File: src/rtl/sbus_arbiter_if.sv
// Signal bundle between sbus_arbiter, its two requesting masters and the shared SBUS slaves.
// Handshake: a master raises REQ with ADD/WDATA/RNW stable and keeps REQ high until it sees
// a one-cycle ACK; RDATA is valid in that ACK cycle and held afterwards. BUS_RD/BUS_WR are
// single-cycle strobes qualified by BUS_ADD, with read data returned on BUS_DATA_OUT.
interface sbus_arbiter_if;
  logic        M0_REQ;
  logic        M1_REQ;
  logic        M0_RNW;
  logic        M1_RNW;
  logic [15:0] M0_ADD;
  logic [15:0] M1_ADD;
  logic [7:0]  M0_WDATA;
  logic [7:0]  M1_WDATA;
  logic        M0_ACK;
  logic        M1_ACK;
  logic [7:0]  M0_RDATA;
  logic [7:0]  M1_RDATA;
  logic [15:0] BUS_ADD;
  logic [7:0]  BUS_DATA_IN;
  logic [7:0]  BUS_DATA_OUT;
  logic        BUS_RD;
  logic        BUS_WR;
  logic        BUSY;

  modport master (
    input  M0_REQ, M1_REQ, M0_RNW, M1_RNW, M0_ADD, M1_ADD, M0_WDATA, M1_WDATA, BUS_DATA_OUT,
    output M0_ACK, M1_ACK, M0_RDATA, M1_RDATA, BUS_ADD, BUS_DATA_IN, BUS_RD, BUS_WR, BUSY
  );

  modport slave (
    output M0_REQ, M1_REQ, M0_RNW, M1_RNW, M0_ADD, M1_ADD, M0_WDATA, M1_WDATA, BUS_DATA_OUT,
    input  M0_ACK, M1_ACK, M0_RDATA, M1_RDATA, BUS_ADD, BUS_DATA_IN, BUS_RD, BUS_WR, BUSY
  );
endinterface

File: src/rtl/sbus_arbiter.sv
// Round-robin two-master arbiter for the 8-bit SBUS: one transaction at a time, single-cycle
// strobe, read data captured RD_LATENCY cycles after the strobe, one-cycle ACK per master.
module sbus_arbiter #(
  parameter int RD_LATENCY = 1
) (
  input  logic        BUS_CLK,
  input  logic        BUS_RST_N,
  sbus_arbiter_if.master bus,
  output logic [1:0]  dbg_state
);

  typedef enum logic [1:0] {S_IDLE, S_ISSUE, S_WAIT, S_ACK} state_t;

  state_t     state;
  logic       last;
  logic       sel;
  logic       rnw_q;
  logic [2:0] cnt;

  logic        both;
  logic        any_req;
  logic        grant;
  logic        g_rnw;
  logic [15:0] g_add;
  logic [7:0]  g_wdata;
  logic        done;

  // On a tie the master not recorded in last wins; single requests leave last alone.
  assign both    = bus.M0_REQ & bus.M1_REQ;
  assign any_req = bus.M0_REQ | bus.M1_REQ;
  assign grant   = both ? ~last : bus.M1_REQ;
  assign g_rnw   = grant ? bus.M1_RNW   : bus.M0_RNW;
  assign g_add   = grant ? bus.M1_ADD   : bus.M0_ADD;
  assign g_wdata = grant ? bus.M1_WDATA : bus.M0_WDATA;

  // Last cycle of the bus phase: read data (if any) is sampled at the end of this cycle.
  assign done = ((state == S_ISSUE) && (!rnw_q || (RD_LATENCY == 0))) ||
                ((state == S_WAIT) && (cnt == 3'd1));

  assign dbg_state = state;

  always_ff @(posedge BUS_CLK or negedge BUS_RST_N) begin
    if (!BUS_RST_N) begin
      state           <= S_IDLE;
      last            <= 1'b1;
      sel             <= 1'b0;
      rnw_q           <= 1'b0;
      cnt             <= 3'd0;
      bus.M0_ACK      <= 1'b0;
      bus.M1_ACK      <= 1'b0;
      bus.M0_RDATA    <= 8'h00;
      bus.M1_RDATA    <= 8'h00;
      bus.BUS_ADD     <= 16'h0000;
      bus.BUS_DATA_IN <= 8'h00;
      bus.BUS_RD      <= 1'b0;
      bus.BUS_WR      <= 1'b0;
      bus.BUSY        <= 1'b0;
    end else begin
      case (state)
        S_IDLE: begin
          if (any_req) begin
            sel             <= grant;
            rnw_q           <= g_rnw;
            if (both) last  <= grant;
            bus.BUS_ADD     <= g_add;
            bus.BUS_DATA_IN <= g_rnw ? 8'h00 : g_wdata;
            bus.BUS_RD      <= g_rnw;
            bus.BUS_WR      <= ~g_rnw;
            bus.BUSY        <= 1'b1;
            state           <= S_ISSUE;
          end
        end
        S_ISSUE: begin
          bus.BUS_RD      <= 1'b0;
          bus.BUS_WR      <= 1'b0;
          bus.BUS_DATA_IN <= 8'h00;
          if (done) begin
            state <= S_ACK;
          end else begin
            cnt   <= 3'(RD_LATENCY);
            state <= S_WAIT;
          end
        end
        S_WAIT: begin
          if (done) state <= S_ACK;
          else      cnt   <= cnt - 3'd1;
        end
        S_ACK: begin
          bus.M0_ACK <= 1'b0;
          bus.M1_ACK <= 1'b0;
          bus.BUSY   <= 1'b0;
          state      <= S_IDLE;
        end
        default: state <= S_IDLE;
      endcase

      if (done) begin
        bus.BUS_ADD <= 16'h0000;
        if (sel) begin
          bus.M1_ACK <= 1'b1;
          if (rnw_q) bus.M1_RDATA <= bus.BUS_DATA_OUT;
        end else begin
          bus.M0_ACK <= 1'b1;
          if (rnw_q) bus.M0_RDATA <= bus.BUS_DATA_OUT;
        end
      end
    end
  end

endmodule

File: src/flat_wrapper.sv
// flat-port wrapper written by rule: the top's interface ports become plain ports
module sbus_arbiter_flat 
#(
  parameter int RD_LATENCY = 1
)
  (BUS_CLK, BUS_RST_N, dbg_state, bus_M0_REQ, bus_M1_REQ, bus_M0_RNW, bus_M1_RNW, bus_M0_ADD, bus_M1_ADD, bus_M0_WDATA, bus_M1_WDATA, bus_BUS_DATA_OUT, bus_M0_ACK, bus_M1_ACK, bus_M0_RDATA, bus_M1_RDATA, bus_BUS_ADD, bus_BUS_DATA_IN, bus_BUS_RD, bus_BUS_WR, bus_BUSY);
  sbus_arbiter_if bus_i ();
  input  logic BUS_CLK;
  input  logic BUS_RST_N;
  output logic [1:0] dbg_state;
  input wire logic [$bits(bus_i.M0_REQ)-1:0] bus_M0_REQ;
  input wire logic [$bits(bus_i.M1_REQ)-1:0] bus_M1_REQ;
  input wire logic [$bits(bus_i.M0_RNW)-1:0] bus_M0_RNW;
  input wire logic [$bits(bus_i.M1_RNW)-1:0] bus_M1_RNW;
  input wire logic [$bits(bus_i.M0_ADD)-1:0] bus_M0_ADD;
  input wire logic [$bits(bus_i.M1_ADD)-1:0] bus_M1_ADD;
  input wire logic [$bits(bus_i.M0_WDATA)-1:0] bus_M0_WDATA;
  input wire logic [$bits(bus_i.M1_WDATA)-1:0] bus_M1_WDATA;
  input wire logic [$bits(bus_i.BUS_DATA_OUT)-1:0] bus_BUS_DATA_OUT;
  output wire logic [$bits(bus_i.M0_ACK)-1:0] bus_M0_ACK;
  output wire logic [$bits(bus_i.M1_ACK)-1:0] bus_M1_ACK;
  output wire logic [$bits(bus_i.M0_RDATA)-1:0] bus_M0_RDATA;
  output wire logic [$bits(bus_i.M1_RDATA)-1:0] bus_M1_RDATA;
  output wire logic [$bits(bus_i.BUS_ADD)-1:0] bus_BUS_ADD;
  output wire logic [$bits(bus_i.BUS_DATA_IN)-1:0] bus_BUS_DATA_IN;
  output wire logic [$bits(bus_i.BUS_RD)-1:0] bus_BUS_RD;
  output wire logic [$bits(bus_i.BUS_WR)-1:0] bus_BUS_WR;
  output wire logic [$bits(bus_i.BUSY)-1:0] bus_BUSY;
  assign bus_i.M0_REQ = bus_M0_REQ;
  assign bus_i.M1_REQ = bus_M1_REQ;
  assign bus_i.M0_RNW = bus_M0_RNW;
  assign bus_i.M1_RNW = bus_M1_RNW;
  assign bus_i.M0_ADD = bus_M0_ADD;
  assign bus_i.M1_ADD = bus_M1_ADD;
  assign bus_i.M0_WDATA = bus_M0_WDATA;
  assign bus_i.M1_WDATA = bus_M1_WDATA;
  assign bus_i.BUS_DATA_OUT = bus_BUS_DATA_OUT;
  assign bus_M0_ACK = bus_i.M0_ACK;
  assign bus_M1_ACK = bus_i.M1_ACK;
  assign bus_M0_RDATA = bus_i.M0_RDATA;
  assign bus_M1_RDATA = bus_i.M1_RDATA;
  assign bus_BUS_ADD = bus_i.BUS_ADD;
  assign bus_BUS_DATA_IN = bus_i.BUS_DATA_IN;
  assign bus_BUS_RD = bus_i.BUS_RD;
  assign bus_BUS_WR = bus_i.BUS_WR;
  assign bus_BUSY = bus_i.BUSY;
  sbus_arbiter #(.RD_LATENCY(RD_LATENCY)) u_core (.BUS_CLK(BUS_CLK), .BUS_RST_N(BUS_RST_N), .bus(bus_i), .dbg_state(dbg_state));
endmodule
File: config.mk
export PLATFORM = sky130hd
export DESIGN_NAME = sbus_arbiter_flat
export DESIGN_NICKNAME = d
export VERILOG_FILES = /design/src/rtl/sbus_arbiter_if.sv /design/src/rtl/sbus_arbiter.sv /design/src/flat_wrapper.sv
export SDC_FILE = /design/constraint.sdc
export NUM_CORES = 1
export LEC_CHECK = 0
export CORE_ASPECT_RATIO = 0.5
export CORE_MARGIN = 2
export CORE_UTILIZATION = 39
export DETAILED_ROUTE_END_ITERATION = 12
export GPL_TIMING_DRIVEN = 1
export PLACE_DENSITY = 0.84
export SLEW_MARGIN = 25
export SYNTH_ARGS = -nofsm -noshare
export SYNTH_HDL_FRONTEND = slang
export SYNTH_SLANG_ARGS = --single-unit
File: constraint.sdc
create_clock -name BUS_CLK -period 1.6 [get_ports BUS_CLK]
set_input_delay 0.32 -clock BUS_CLK [delete_from_list [all_inputs] [get_ports BUS_CLK]]
set_output_delay 0.32 -clock BUS_CLK [all_outputs]
set_load 0.005 [all_outputs]
==> flow_summary.ini <==
[run_status]
status = complete, but fails checks
violations = negative setup slack

[hold_path]
hp-class = reg -> reg
hp-start = u_core.bus.BUSY$_DFFE_PN0P_

[detailed_routing]
routed_via_density = 5.049
wl_per_cell_um = 16.41
wirelength_um = 7301
vias = 2247
detailedRoute.firstPassIterationCount = 4
drc = 0
antenna_left = 0
dr.first_iter.drc_count = 113

[timing]
post-route-period-util = 1.027
max-slew-margin-rel = 0.6761
drv_slew = 0
fin_worst_skew_ns = 0.007997
tightest_slew_ns = 0.4859
period_needed_ns = 1.643
fmax_ghz = 0.6086
rsz0062_at_grt = yes
setup_slack_ns = -0.04318
final_hold_viol_count = 0
final.setup.tns_ns = -0.1773
setup_viol = 8

[placed_design]
dp_hpwl_um = 5123
dp_slack_ns = -0.2073
gp_congestion = 0.8057
port_buffers = 108

[pwr]
cellPowerDensity_nw_per_um2 = 1814
p_total_uw = 7861
p_leak_uw = 0.001842
vdd_drop_max_v = 0.0007114

[global_route]
overflow = 0
track_usage = 0.1918
grt_max_degree = 37
grt_pass1_wl_um = 11100
antenna_found_initial = 0
grt_pass1_vias = 2279

[worst_setup_path]
critPathSlowestCell = dfrtp_1
crit_arrival_ns = 1.82
path_cells = buf_4 > buf_6 > buf_4 > nor2b_1 > or4_1 > o211a_1
cp.required_ns = 1.78
cp-startpoint = u_core.dbg_state[1]$_DFFE_PN0P_
critPathLaunchType = register
cp_common_cell = buf_4
cp_max_fo = 4
path_class = reg -> reg
r2r-start = u_core.dbg_state[1]$_DFFE_PN0P_
endpoint_kind = register
critPathMaxStageDelay_ns = 0.44

[logic_synthesis]
seq_area_frac_synth = 0.5050
yosysUniqueCellTypes = 39
synthCells = 221
async_flop_share = 1.000
ys.flop_type = dfrtp_1
synth_area_per_cell_um2 = 11.89
ys_warn_count = 0
synth_fp_nets = 289
synth_edf_count = 0
synth_area_um2 = 2629
yosys_register_bits = 53

[clocking]
clk_latency_ns = 0.29
cts_tree = built
path_clk_slew_ns = 0.07
cts.sinks = 53
numCtsBuffers = 5
clk_path_buf_depth = 2
clock-root-buffer = clkbuf_16
htreeDepth = 2

[floorplanning]
initial_utilization = 0.3986
rows = 21
die_w_um = 120.1
ios = 109
die_h_um = 62.06
core_um2 = 6595
dieArea_um2 = 7453

[final_layout]
syn2layout_area_growth_pct = 64.83
antenna_cells = 0
layout.nets = 420
nFillCells = 436
drive_gt1_frac = 0.2351
multi_input_area_um2 = 1338
regArea_um2 = 1328

[job]
drv_cap = 0
-- placed cells by master (no fill, tap or decap), drive strengths merged, types with 4 or more instances in the layout --
| master | instances |
|---|---|
| clkdlybuf4s50 | 104 |
| buf | 27 |
| a211oi | 16 |
| o31ai | 10 |
| nor2 | 20 |
| ha | 6 |
| inv | 7 |
| nand2b | 4 |
| nor2b | 11 |
| o21ai | 12 |
| mux2i | 26 |
| nand2 | 4 |
| clkbuf | 5 |
| mux2 | 18 |
| dfrtp | 52 |
-- final timing paths --
| kind | to | slack, ns | cells after the start |
|---|---|---|---|
| max in group asynchronous | u_core.bus.BUS_ADD[1]$_DFFE_PN0P_ | 0.53 | 3 |
| worst min-delay path | u_core.bus.BUSY$_DFFE_PN0P_ | 0.49 | 1 |
| min in group asynchronous | u_core.bus.BUS_RD$_DFFE_PN0P_ | 0.52 | 2 |
| worst min register to register | u_core.bus.BUSY$_DFFE_PN0P_ | 0.49 | 1 |
| worst max register to register | u_core.dbg_state[0]$_DFFE_PN0P_ | -0.04 | 6 |
| worst max-delay path | u_core.dbg_state[0]$_DFFE_PN0P_ | -0.04 | 6 |
-- final cells by class --
class | instances | area share
sequential | 53 | 0.3064
timing repair buffer | 136 | 0.3194
inverter | 7 | 0.006064
clock inverter | 3 | 0.004043
tap | 92 | 0.02657
clock buffer | 5 | 0.02888
multi-input combinational | 149 | 0.3087
-- power by group --
| group | total [uW] | internal, uW | leakage [uW] | switching [uW] |
|---|---|---|---|---|
| combinational | 4420 | 2640 | 0.00111 | 1780 |
| clock | 1040 | 574 | 0.0000696 | 463 |
| sequential | 2400 | 1990 | 0.000659 | 412 |
-- logic make-up after synthesis --
family	after synthesis	share of synthesized area
flip-flops	53	0.5050
AO/OA/AOI/OAI	50	0.1357
AND/OR/NAND/NOR	48	0.1047
multiplexers	44	0.1761
buffers and inverters	19	0.04665
adder cells (fa/ha/maj)	6	0.02856
XOR/XNOR	1	0.003332
-- layer usage --
| metal | wire length [um] | up-vias | track usage |
|---|---|---|---|
| li1 | - | 1057 | - |
| met1 | 3061 | 1112 | 0.2320 |
| met2 | 3848 | 66 | 0.3620 |
| met3 | 279 | 12 | 0.03467 |
| met4 | 112 | 0 | 0.06218 |
| met5 | 0 | - | 0 |
-- flip-flops by register name, indices dropped and copies added (netlist names) --
register                flops
u_core.bus.BUS_ADD         16
u_core.bus.BUS_DATA_IN      8
u_core.bus.M0_RDATA         8
u_core.bus.M1_RDATA         8
u_core.cnt                  3
u_core.dbg_state            2
u_core.bus.BUSY             1
u_core.bus.BUS_RD           1
u_core.bus.BUS_WR           1
u_core.bus.M0_ACK           1
u_core.bus.M1_ACK           1
u_core.last                 1
u_core.rnw_q                1
u_core.sel                  1
-- metrics by stage --
step	cells	instance area [um2]	hold WS (ns)	utilization
detailed placement	430	3968	0.3084	0.6016
CTS	442	4218	0.4959	0.6395
global route	445	4333	0.5088	0.6570
global placement	430	3968	0.2945	0.6016
finish	445	4333	0.4893	0.6570
floorplan	221	2649	0.02441	-
-- critical path, delay by kind of cell (launching register included) --
kind / cells / cell delay (ns)
buf+inv: 3 / 0.40
flops: 1 / 0.44
compound gates: 1 / 0.14
simple gates: 2 / 0.56
-- cells in the mapped netlist (all sizes together), types with 2 or more instances --
cell type,n,area [um2]
a22o,2,17.52
nand2,4,15.01
o31ai,10,75.07
ha,6,75.07
mux2,18,202.7
a21oi,2,13.76
nor2b,11,68.82
dfrtp,52,1301
buf,11,92.59
nand3,2,10.01
nand2b,4,25.02
mux2i,26,260.3
nor3b,2,26.28
a211oi,16,120.1
nor2,20,75.07
inv,7,26.28
o21ai,12,60.06
-- repair_timing --
| action | CTS | global route |
|---|---|---|
| hold buffers | 1 | 0 |
| setup endpoints to repair | 45 | 47 |
| gates resized for setup | 12 | 23 |
| hold endpoints to repair | 9 | 0 |
| buffers inserted | 2 | 3 |
| gates cloned | 1 | 0 |
| pin swaps | 0 | 2 |
No activity file was read; power rests on OpenSTA's default activity.
